[src/rtl/reorder_buffer_mc_pkg.sv]
// Shared default widths and per-entry status flags for the multi-CDB reorder buffer.
package reorder_buffer_mc_pkg;

    localparam int unsigned DEF_ROB_DEPTH = 16;
    localparam int unsigned DEF_ROB_W     = 4;
    localparam int unsigned DEF_NUM_CDB   = 2;
    localparam int unsigned DEF_DATA_W    = 32;
    localparam int unsigned DEF_ADDR_W    = 32;
    localparam int unsigned DEF_REG_W     = 5;

    typedef struct packed {
        logic busy;
        logic ready;
        logic is_jump;
        logic is_store;
        logic pred_taken;
        logic taken;
    } rob_flags_t;

endpackage

[src/rtl/rob_cdb_bypass.sv]
// Operand lookup: NUM_CDB-way id match against this cycle's writebacks, lowest channel wins,
// falling back to the stored entry.
module rob_cdb_bypass
    import reorder_buffer_mc_pkg::*;
#(
    parameter int unsigned NUM_CDB = DEF_NUM_CDB,
    parameter int unsigned ROB_W   = DEF_ROB_W,
    parameter int unsigned DATA_W  = DEF_DATA_W
) (
    input  logic [ROB_W-1:0]          i_q_id,
    input  logic [NUM_CDB-1:0]        i_cdb_valid,
    input  logic [NUM_CDB*ROB_W-1:0]  i_cdb_id,
    input  logic [NUM_CDB*DATA_W-1:0] i_cdb_data,
    input  logic                      i_entry_ready,
    input  logic [DATA_W-1:0]         i_entry_data,
    output logic                      o_rdy,
    output logic [DATA_W-1:0]         o_data
);

    logic w_hit;

    always_comb begin
        w_hit  = 1'b0;
        o_rdy  = i_entry_ready;
        o_data = i_entry_ready ? i_entry_data : '0;
        for (int k = 0; k < NUM_CDB; k++) begin
            if (!w_hit && i_cdb_valid[k] && (i_cdb_id[k*ROB_W +: ROB_W] == i_q_id)) begin
                w_hit  = 1'b1;
                o_rdy  = 1'b1;
                o_data = i_cdb_data[k*DATA_W +: DATA_W];
            end
        end
    end

endmodule

[src/rtl/reorder_buffer_mc.sv]
// In-order commit reorder buffer with NUM_CDB writeback channels, operand bypass,
// store-commit signalling and misprediction flush/redirect.
module reorder_buffer_mc
    import reorder_buffer_mc_pkg::*;
#(
    parameter int unsigned ROB_DEPTH = DEF_ROB_DEPTH,
    parameter int unsigned ROB_W     = $clog2(ROB_DEPTH),
    parameter int unsigned NUM_CDB   = DEF_NUM_CDB,
    parameter int unsigned DATA_W    = DEF_DATA_W,
    parameter int unsigned ADDR_W    = DEF_ADDR_W,
    parameter int unsigned REG_W     = DEF_REG_W
) (
    input  logic                      clk_in,
    input  logic                      rst_in,
    input  logic                      rdy_in,
    input  logic                      alloc_valid_in,
    input  logic [REG_W-1:0]          alloc_rd_in,
    input  logic                      alloc_is_jump_in,
    input  logic                      alloc_is_store_in,
    input  logic                      alloc_pred_taken_in,
    input  logic [ADDR_W-1:0]         alloc_pc_in,
    input  logic [ADDR_W-1:0]         alloc_rollback_pc_in,
    output logic [ROB_W-1:0]          alloc_id_out,
    output logic                      full_out,
    input  logic [ROB_W-1:0]          q1_id_in,
    input  logic [ROB_W-1:0]          q2_id_in,
    output logic                      q1_rdy_out,
    output logic                      q2_rdy_out,
    output logic [DATA_W-1:0]         q1_data_out,
    output logic [DATA_W-1:0]         q2_data_out,
    input  logic [NUM_CDB-1:0]        cdb_valid_in,
    input  logic [NUM_CDB*ROB_W-1:0]  cdb_id_in,
    input  logic [NUM_CDB*DATA_W-1:0] cdb_data_in,
    input  logic [NUM_CDB-1:0]        cdb_taken_in,
    output logic                      commit_valid_out,
    output logic [ROB_W-1:0]          commit_id_out,
    output logic [REG_W-1:0]          commit_rd_out,
    output logic [DATA_W-1:0]         commit_data_out,
    output logic                      commit_store_out,
    output logic                      pred_upd_valid_out,
    output logic                      pred_upd_taken_out,
    output logic [ADDR_W-1:0]         pred_upd_pc_out,
    output logic                      flush_out,
    output logic [ADDR_W-1:0]         flush_pc_out
);

    logic [ROB_W-1:0]  r_head;
    logic [ROB_W-1:0]  r_tail;
    logic [ROB_W:0]    r_count;
    rob_flags_t        r_flags [ROB_DEPTH];
    logic [REG_W-1:0]  r_rd    [ROB_DEPTH];
    logic [ADDR_W-1:0] r_pc    [ROB_DEPTH];
    logic [ADDR_W-1:0] r_rb_pc [ROB_DEPTH];
    logic [DATA_W-1:0] r_data  [ROB_DEPTH];

    logic              r_commit_valid;
    logic [ROB_W-1:0]  r_commit_id;
    logic [REG_W-1:0]  r_commit_rd;
    logic [DATA_W-1:0] r_commit_data;
    logic              r_commit_store;
    logic              r_pred_upd_valid;
    logic              r_pred_upd_taken;
    logic [ADDR_W-1:0] r_pred_upd_pc;
    logic              r_flush;
    logic [ADDR_W-1:0] r_flush_pc;

    rob_flags_t w_head;
    logic       w_full;
    logic       w_alloc;
    logic       w_commit;
    logic       w_mispredict;

    assign w_head       = r_flags[r_head];
    assign w_full       = (r_count == (ROB_W+1)'(ROB_DEPTH));
    assign w_alloc      = alloc_valid_in && !w_full;
    assign w_commit     = w_head.busy && w_head.ready;
    assign w_mispredict = w_commit && w_head.is_jump && (w_head.taken != w_head.pred_taken);

    // Control state: pointers, count, entry flags and registered commit-side outputs.
    always_ff @(posedge clk_in or negedge rst_in) begin
        if (!rst_in) begin
            r_head           <= '0;
            r_tail           <= '0;
            r_count          <= '0;
            for (int i = 0; i < ROB_DEPTH; i++) r_flags[i] <= '0;
            r_commit_valid   <= 1'b0;
            r_commit_id      <= '0;
            r_commit_rd      <= '0;
            r_commit_data    <= '0;
            r_commit_store   <= 1'b0;
            r_pred_upd_valid <= 1'b0;
            r_pred_upd_taken <= 1'b0;
            r_pred_upd_pc    <= '0;
            r_flush          <= 1'b0;
            r_flush_pc       <= '0;
        end else if (rdy_in) begin
            for (int k = 0; k < NUM_CDB; k++) begin
                if (cdb_valid_in[k] && r_flags[cdb_id_in[k*ROB_W +: ROB_W]].busy) begin
                    r_flags[cdb_id_in[k*ROB_W +: ROB_W]].ready <= 1'b1;
                    r_flags[cdb_id_in[k*ROB_W +: ROB_W]].taken <= cdb_taken_in[k];
                end
            end
            if (w_commit) r_flags[r_head].busy <= 1'b0;
            if (w_alloc) begin
                r_flags[r_tail] <= '{busy: 1'b1, ready: 1'b0, is_jump: alloc_is_jump_in,
                                     is_store: alloc_is_store_in,
                                     pred_taken: alloc_pred_taken_in, taken: 1'b0};
            end
            // Later assignments win: a flush discards this cycle's alloc and writebacks.
            if (w_mispredict) begin
                for (int i = 0; i < ROB_DEPTH; i++) begin
                    r_flags[i].busy  <= 1'b0;
                    r_flags[i].ready <= 1'b0;
                end
                r_head  <= '0;
                r_tail  <= '0;
                r_count <= '0;
            end else begin
                r_head  <= r_head + ROB_W'(w_commit);
                r_tail  <= r_tail + ROB_W'(w_alloc);
                r_count <= r_count + (ROB_W+1)'(w_alloc) - (ROB_W+1)'(w_commit);
            end

            r_commit_valid   <= w_commit;
            r_commit_store   <= w_commit && w_head.is_store;
            r_pred_upd_valid <= w_commit && w_head.is_jump;
            r_flush          <= w_mispredict;
            if (w_commit) begin
                r_commit_id   <= r_head;
                r_commit_rd   <= r_rd[r_head];
                r_commit_data <= r_data[r_head];
            end
            if (w_commit && w_head.is_jump) begin
                r_pred_upd_taken <= w_head.taken;
                r_pred_upd_pc    <= r_pc[r_head];
            end
            if (w_mispredict) r_flush_pc <= r_rb_pc[r_head];
        end else begin
            r_commit_valid   <= 1'b0;
            r_commit_store   <= 1'b0;
            r_pred_upd_valid <= 1'b0;
            r_flush          <= 1'b0;
        end
    end

    // Payload needs no reset; it is only consumed behind busy/ready.
    always_ff @(posedge clk_in) begin
        if (rdy_in) begin
            if (w_alloc) begin
                r_rd[r_tail]    <= alloc_rd_in;
                r_pc[r_tail]    <= alloc_pc_in;
                r_rb_pc[r_tail] <= alloc_rollback_pc_in;
            end
            for (int k = 0; k < NUM_CDB; k++) begin
                if (cdb_valid_in[k] && r_flags[cdb_id_in[k*ROB_W +: ROB_W]].busy) begin
                    r_data[cdb_id_in[k*ROB_W +: ROB_W]] <= cdb_data_in[k*DATA_W +: DATA_W];
                end
            end
        end
    end

    rob_cdb_bypass #(
        .NUM_CDB (NUM_CDB),
        .ROB_W   (ROB_W),
        .DATA_W  (DATA_W)
    ) u_bypass_q1 (
        .i_q_id        (q1_id_in),
        .i_cdb_valid   (cdb_valid_in),
        .i_cdb_id      (cdb_id_in),
        .i_cdb_data    (cdb_data_in),
        .i_entry_ready (r_flags[q1_id_in].ready),
        .i_entry_data  (r_data[q1_id_in]),
        .o_rdy         (q1_rdy_out),
        .o_data        (q1_data_out)
    );

    rob_cdb_bypass #(
        .NUM_CDB (NUM_CDB),
        .ROB_W   (ROB_W),
        .DATA_W  (DATA_W)
    ) u_bypass_q2 (
        .i_q_id        (q2_id_in),
        .i_cdb_valid   (cdb_valid_in),
        .i_cdb_id      (cdb_id_in),
        .i_cdb_data    (cdb_data_in),
        .i_entry_ready (r_flags[q2_id_in].ready),
        .i_entry_data  (r_data[q2_id_in]),
        .o_rdy         (q2_rdy_out),
        .o_data        (q2_data_out)
    );

    assign alloc_id_out       = r_tail;
    assign full_out           = w_full;
    assign commit_valid_out   = r_commit_valid;
    assign commit_id_out      = r_commit_id;
    assign commit_rd_out      = r_commit_rd;
    assign commit_data_out    = r_commit_data;
    assign commit_store_out   = r_commit_store;
    assign pred_upd_valid_out = r_pred_upd_valid;
    assign pred_upd_taken_out = r_pred_upd_taken;
    assign pred_upd_pc_out    = r_pred_upd_pc;
    assign flush_out          = r_flush;
    assign flush_pc_out       = r_flush_pc;

endmodule

[config.mk]
export PLATFORM = sky130hd
export DESIGN_NAME = reorder_buffer_mc
export DESIGN_NICKNAME = d
export VERILOG_FILES = /design/src/rtl/reorder_buffer_mc_pkg.sv /design/src/rtl/rob_cdb_bypass.sv /design/src/rtl/reorder_buffer_mc.sv
export SDC_FILE = /design/constraint.sdc
export NUM_CORES = 2
export LEC_CHECK = 0
export CAP_MARGIN = 20
export CORE_ASPECT_RATIO = 1.1
export CORE_MARGIN = 2
export CORE_UTILIZATION = 57
export CTS_CLUSTER_DIAMETER = 60
export DETAILED_ROUTE_END_ITERATION = 10
export GPL_ROUTABILITY_DRIVEN = 0
export PLACE_DENSITY = 0.78
export SLEW_MARGIN = 30
export SYNTH_ARGS = -nofsm -noshare
export SYNTH_HDL_FRONTEND = slang
export SYNTH_HIERARCHICAL = 1
export SYNTH_SLANG_ARGS = --single-unit
[constraint.sdc]
create_clock -name clk_in -period 6.8 [get_ports clk_in]
set_input_delay 1.02 -clock clk_in [delete_from_list [all_inputs] [get_ports clk_in]]
set_output_delay 1.02 -clock clk_in [all_outputs]
set_load 0.1 [all_outputs]
==> out/results.txt <==
Arrival time worst endpoint: 4.38 ns
Most frequent cells after synthesis: edfxtp_1 (1616), mux4_2 (858), mux2_2 (619), clkbuf_1 (243), dfrtp_1 (219)
# IOs: 341
Ys flop type: edfxtp_1
Run status: complete, no violations
Largest net degree at the start of global routing: 115
Sequential share of power: 37.5%
DP Cell Count: 6703
Part of the power in the clock network: 29.0%
Met2 Use GR: 52.9%
# resized after CTS: 0
Area growth syn-to-layout: 13.7%
Slew headroom: 23.9%
CORE AREA: 152000 sq um
Top cell type's share of synthesized area: 55.5%
Max Clock Skew: 0.0653 ns
Die Span X: 377 microns
Worst R2R Setup Slack: 2.27 ns
Clk buf depth: 3
Max-cap violation count: 0
Die Area: 157000 sq um
Hold_buf cts: 0
Detailed Route Iter0 Violations: 7605
Post-synthesis compound-gate area fraction: 2.33%
Post-layout util: 65.3%
Fillers: 9847
First drt pass iteration count: 9
Nets@finish: 5013
Yosys Warn Count: 6
Syn Nets: 4773
Hold crit path type: in2async
Largest family of logic cells by synthesized area: multiplexers
Worst slew pin tran: 1.14 ns
Int Pwr: 24.0 mW
CTS tree: built
Die Y: 415 microns
Cell taking the most area after synthesis: edfxtp_1
# clock sinks: 1835
GRT met3 Usage: 9.62%
HPWL Detailed: 144000 microns
Simple-gate share of the synthesized area: 3.03%
Post-route cell area: 99400 sq um
Tcrit/Tclk final: 79.5%
Startpoint Class: input port
Post-Layout Cell Count: 7061
Initial Util: 57.5%
Most numerous cell in the Yosys netlist: edfxtp_1
Routed via count: 51900
Async set-reset flop share out of synthesis: 11.9%
Adder-cell share of the synthesized area: 0.166%
Reg-to-reg startpoint: r_head[1]$_DFFE_PN0P_
Initial antenna violation count: 24
Row cnt: 150
Psw: 13.2 mW
Avg Vias per Cell: 7.35
Vias in the first global route: 52700
Net Sw Frac: 35.4%
Register-to-Register Path Depth: 8
Cells after Synth: 4602
GRT Total Usage: 33.6%
Synth Area in XOR/XNOR: 0.140%
First-pass GRT wire length: 375000 microns
Grt peak-use layer: met2
Critical Path RT: 5.78 ns
Cell variety after synth: 62
Met1 Track Usage GR: 43.5%
Combinational power share: 33.5%
Max-slew violation count: 0
Post-placement cell area: 92800 sq um
RSZ-0062 raised after global routing: false
Clock latency on the worst-skew pair: 0.87 ns
Setup TNS: 0 ns
Min Hold Slack: 0.188 ns
Post-Syn Area: 87400 sq um
Antenna Violating Nets Remaining: 0
Root buf cell: clkbuf_16
Mean routed wirelength per cell: 37.0 microns
Synth area leaders: edfxtp_1 (55%), mux4_2 (22%), mux2_2 (8.0%)
Post-synth EDFFs: 1616
GR Overflow Total: 0
FF-to-FF End: commit_data_out[8]$_DFFE_PN0P_
Share of cells above drive strength 1: 41.9%
CP Class: in2out
Drt drc: 0
Min Tclk post-route: 5.40 ns
Mux contribution to synthesized area: 30.1%
Avg Inst Size Synth: 19.0 sq um
Detailed Route WL: 261000 microns
TritonCTS Buffers: 184
CP max FO: 20
Hold Fails Final Rpt: 0
Critical Path Sink Type: output port
Fmax: 185 MHz
Endpoints failing setup: 0
H-tree depth: 4
P_leak: 32.4 nW
FF+latch count, synth: 1835
Power Density: 374 nW/um^2
Setup bufs post-CTS: 0
CTS clock-pin slew for the worst setup and hold paths: 0.06 ns
Peak supply drop: 0.364 mV
Sequential share of the synthesized area: 61.8%
Buffers on Ports: 340
-- final cells by class --
type / count / area, sq um / share of cell area, %
Timing Repair Buffer: 481 / 4450 / 4.48
Sequential cell: 1835 / 54000 / 54.3
Tap cell: 2052 / 2570 / 2.58
Clock buffer: 244 / 5070 / 5.10
Clock inverter: 101 / 1400 / 1.41
Multi-Input combinational cell: 2301 / 31700 / 31.9
Antenna cell: 8 / 20.0 / 0.0201
Inverter: 39 / 159 / 0.160
-- worst max-delay path by stage --
stage	from	end	slack, ns	cells after the start
after floorplan	r_count[3]$_DFFE_PN0P_	r_flags[19]$_DFFE_PN0P_	0.76	7
after detailed placement	cdb_id_in[4]	q2_data_out[3]	1.52	6
after CTS	cdb_id_in[4]	q2_data_out[3]	1.48	6
after global placement	q2_id_in[0]	q2_data_out[3]	1.54	6
final	cdb_id_in[5]	q1_data_out[29]	1.40	7
after global routing	q1_id_in[0]	q1_data_out[8]	1.34	6
-- per-layer routing --
metal / up-vias / share of wire, %
met5: - / 0.079
met4: 32 / 5.4
met1: 27000 / 34
li1: 20000 / -
met3: 922 / 12
met2: 3993 / 48
-- registers in the layout (all words and copies together) (netlist names) --
| name | cells |
|---|---|
| r_data | 512 |
| r_pc | 512 |
| r_rb_pc | 512 |
| r_flags | 96 |
| r_rd | 80 |
| commit_data_out | 32 |
| flush_pc_out | 32 |
| pred_upd_pc_out | 32 |
| commit_rd_out | 5 |
| r_count | 5 |
| alloc_id_out | 4 |
| commit_id_out | 4 |
| r_head | 4 |
| commit_store_out | 1 |
| commit_valid_out | 1 |
| flush_out | 1 |
| pred_upd_taken_out | 1 |
| pred_upd_valid_out | 1 |
-- critical path, stage by stage --
cell	delay, ns
clkdlybuf4s50_1	0.95
nor2b_1	0.35
or3_1	0.78
buf_4	0.43
o311ai_1	0.13
a31oi_1	0.35
buf_4	0.35
-- layout by cell type, fill, tap and decap left out, drive strengths merged, types with 66 or more instances in the layout --
master,Yosys,final
edfxtp,1616,1616
mux4,858,858
mux2,622,622
buf,184,252
clkbuf,243,244
clkdlybuf4s50,0,229
dfrtp,219,219
nand2,189,189
nand4,79,79
a31oi,68,68
o311ai,66,66
-- power groups by stage --
stage          clock (mW)  sequential [mW]  combinational (mW)
4_1_cts              10.9             13.9                12.4
3_3_place_gp            0             14.1                12.2
2_1_floorplan           0             16.0                7.15
5_1_grt              11.3             14.0                12.9
6_report             10.8             13.9                12.4
3_5_place_dp            0             14.1                12.3
-- through the flow --
stage | power (mW) | setup slack, ns
global placement | 26.3 | 1.54
finish | 37.2 | 1.40
CTS | 37.2 | 1.48
global route | 38.2 | 1.34
floorplan | 23.2 | 0.761
detailed placement | 26.4 | 1.52
-- logic make-up (layout without fill, tap and decap cells) --
group / Yosys count / after routing
simple gates: 516 / 516
mux: 1482 / 1482
other cells: 0 / 8
flops: 1835 / 1835
fa+ha+maj: 11 / 11
compound gates: 278 / 278
buf+inv: 466 / 865
xor+xnor: 14 / 14
No activity file was read; power rests on OpenSTA's default activity.
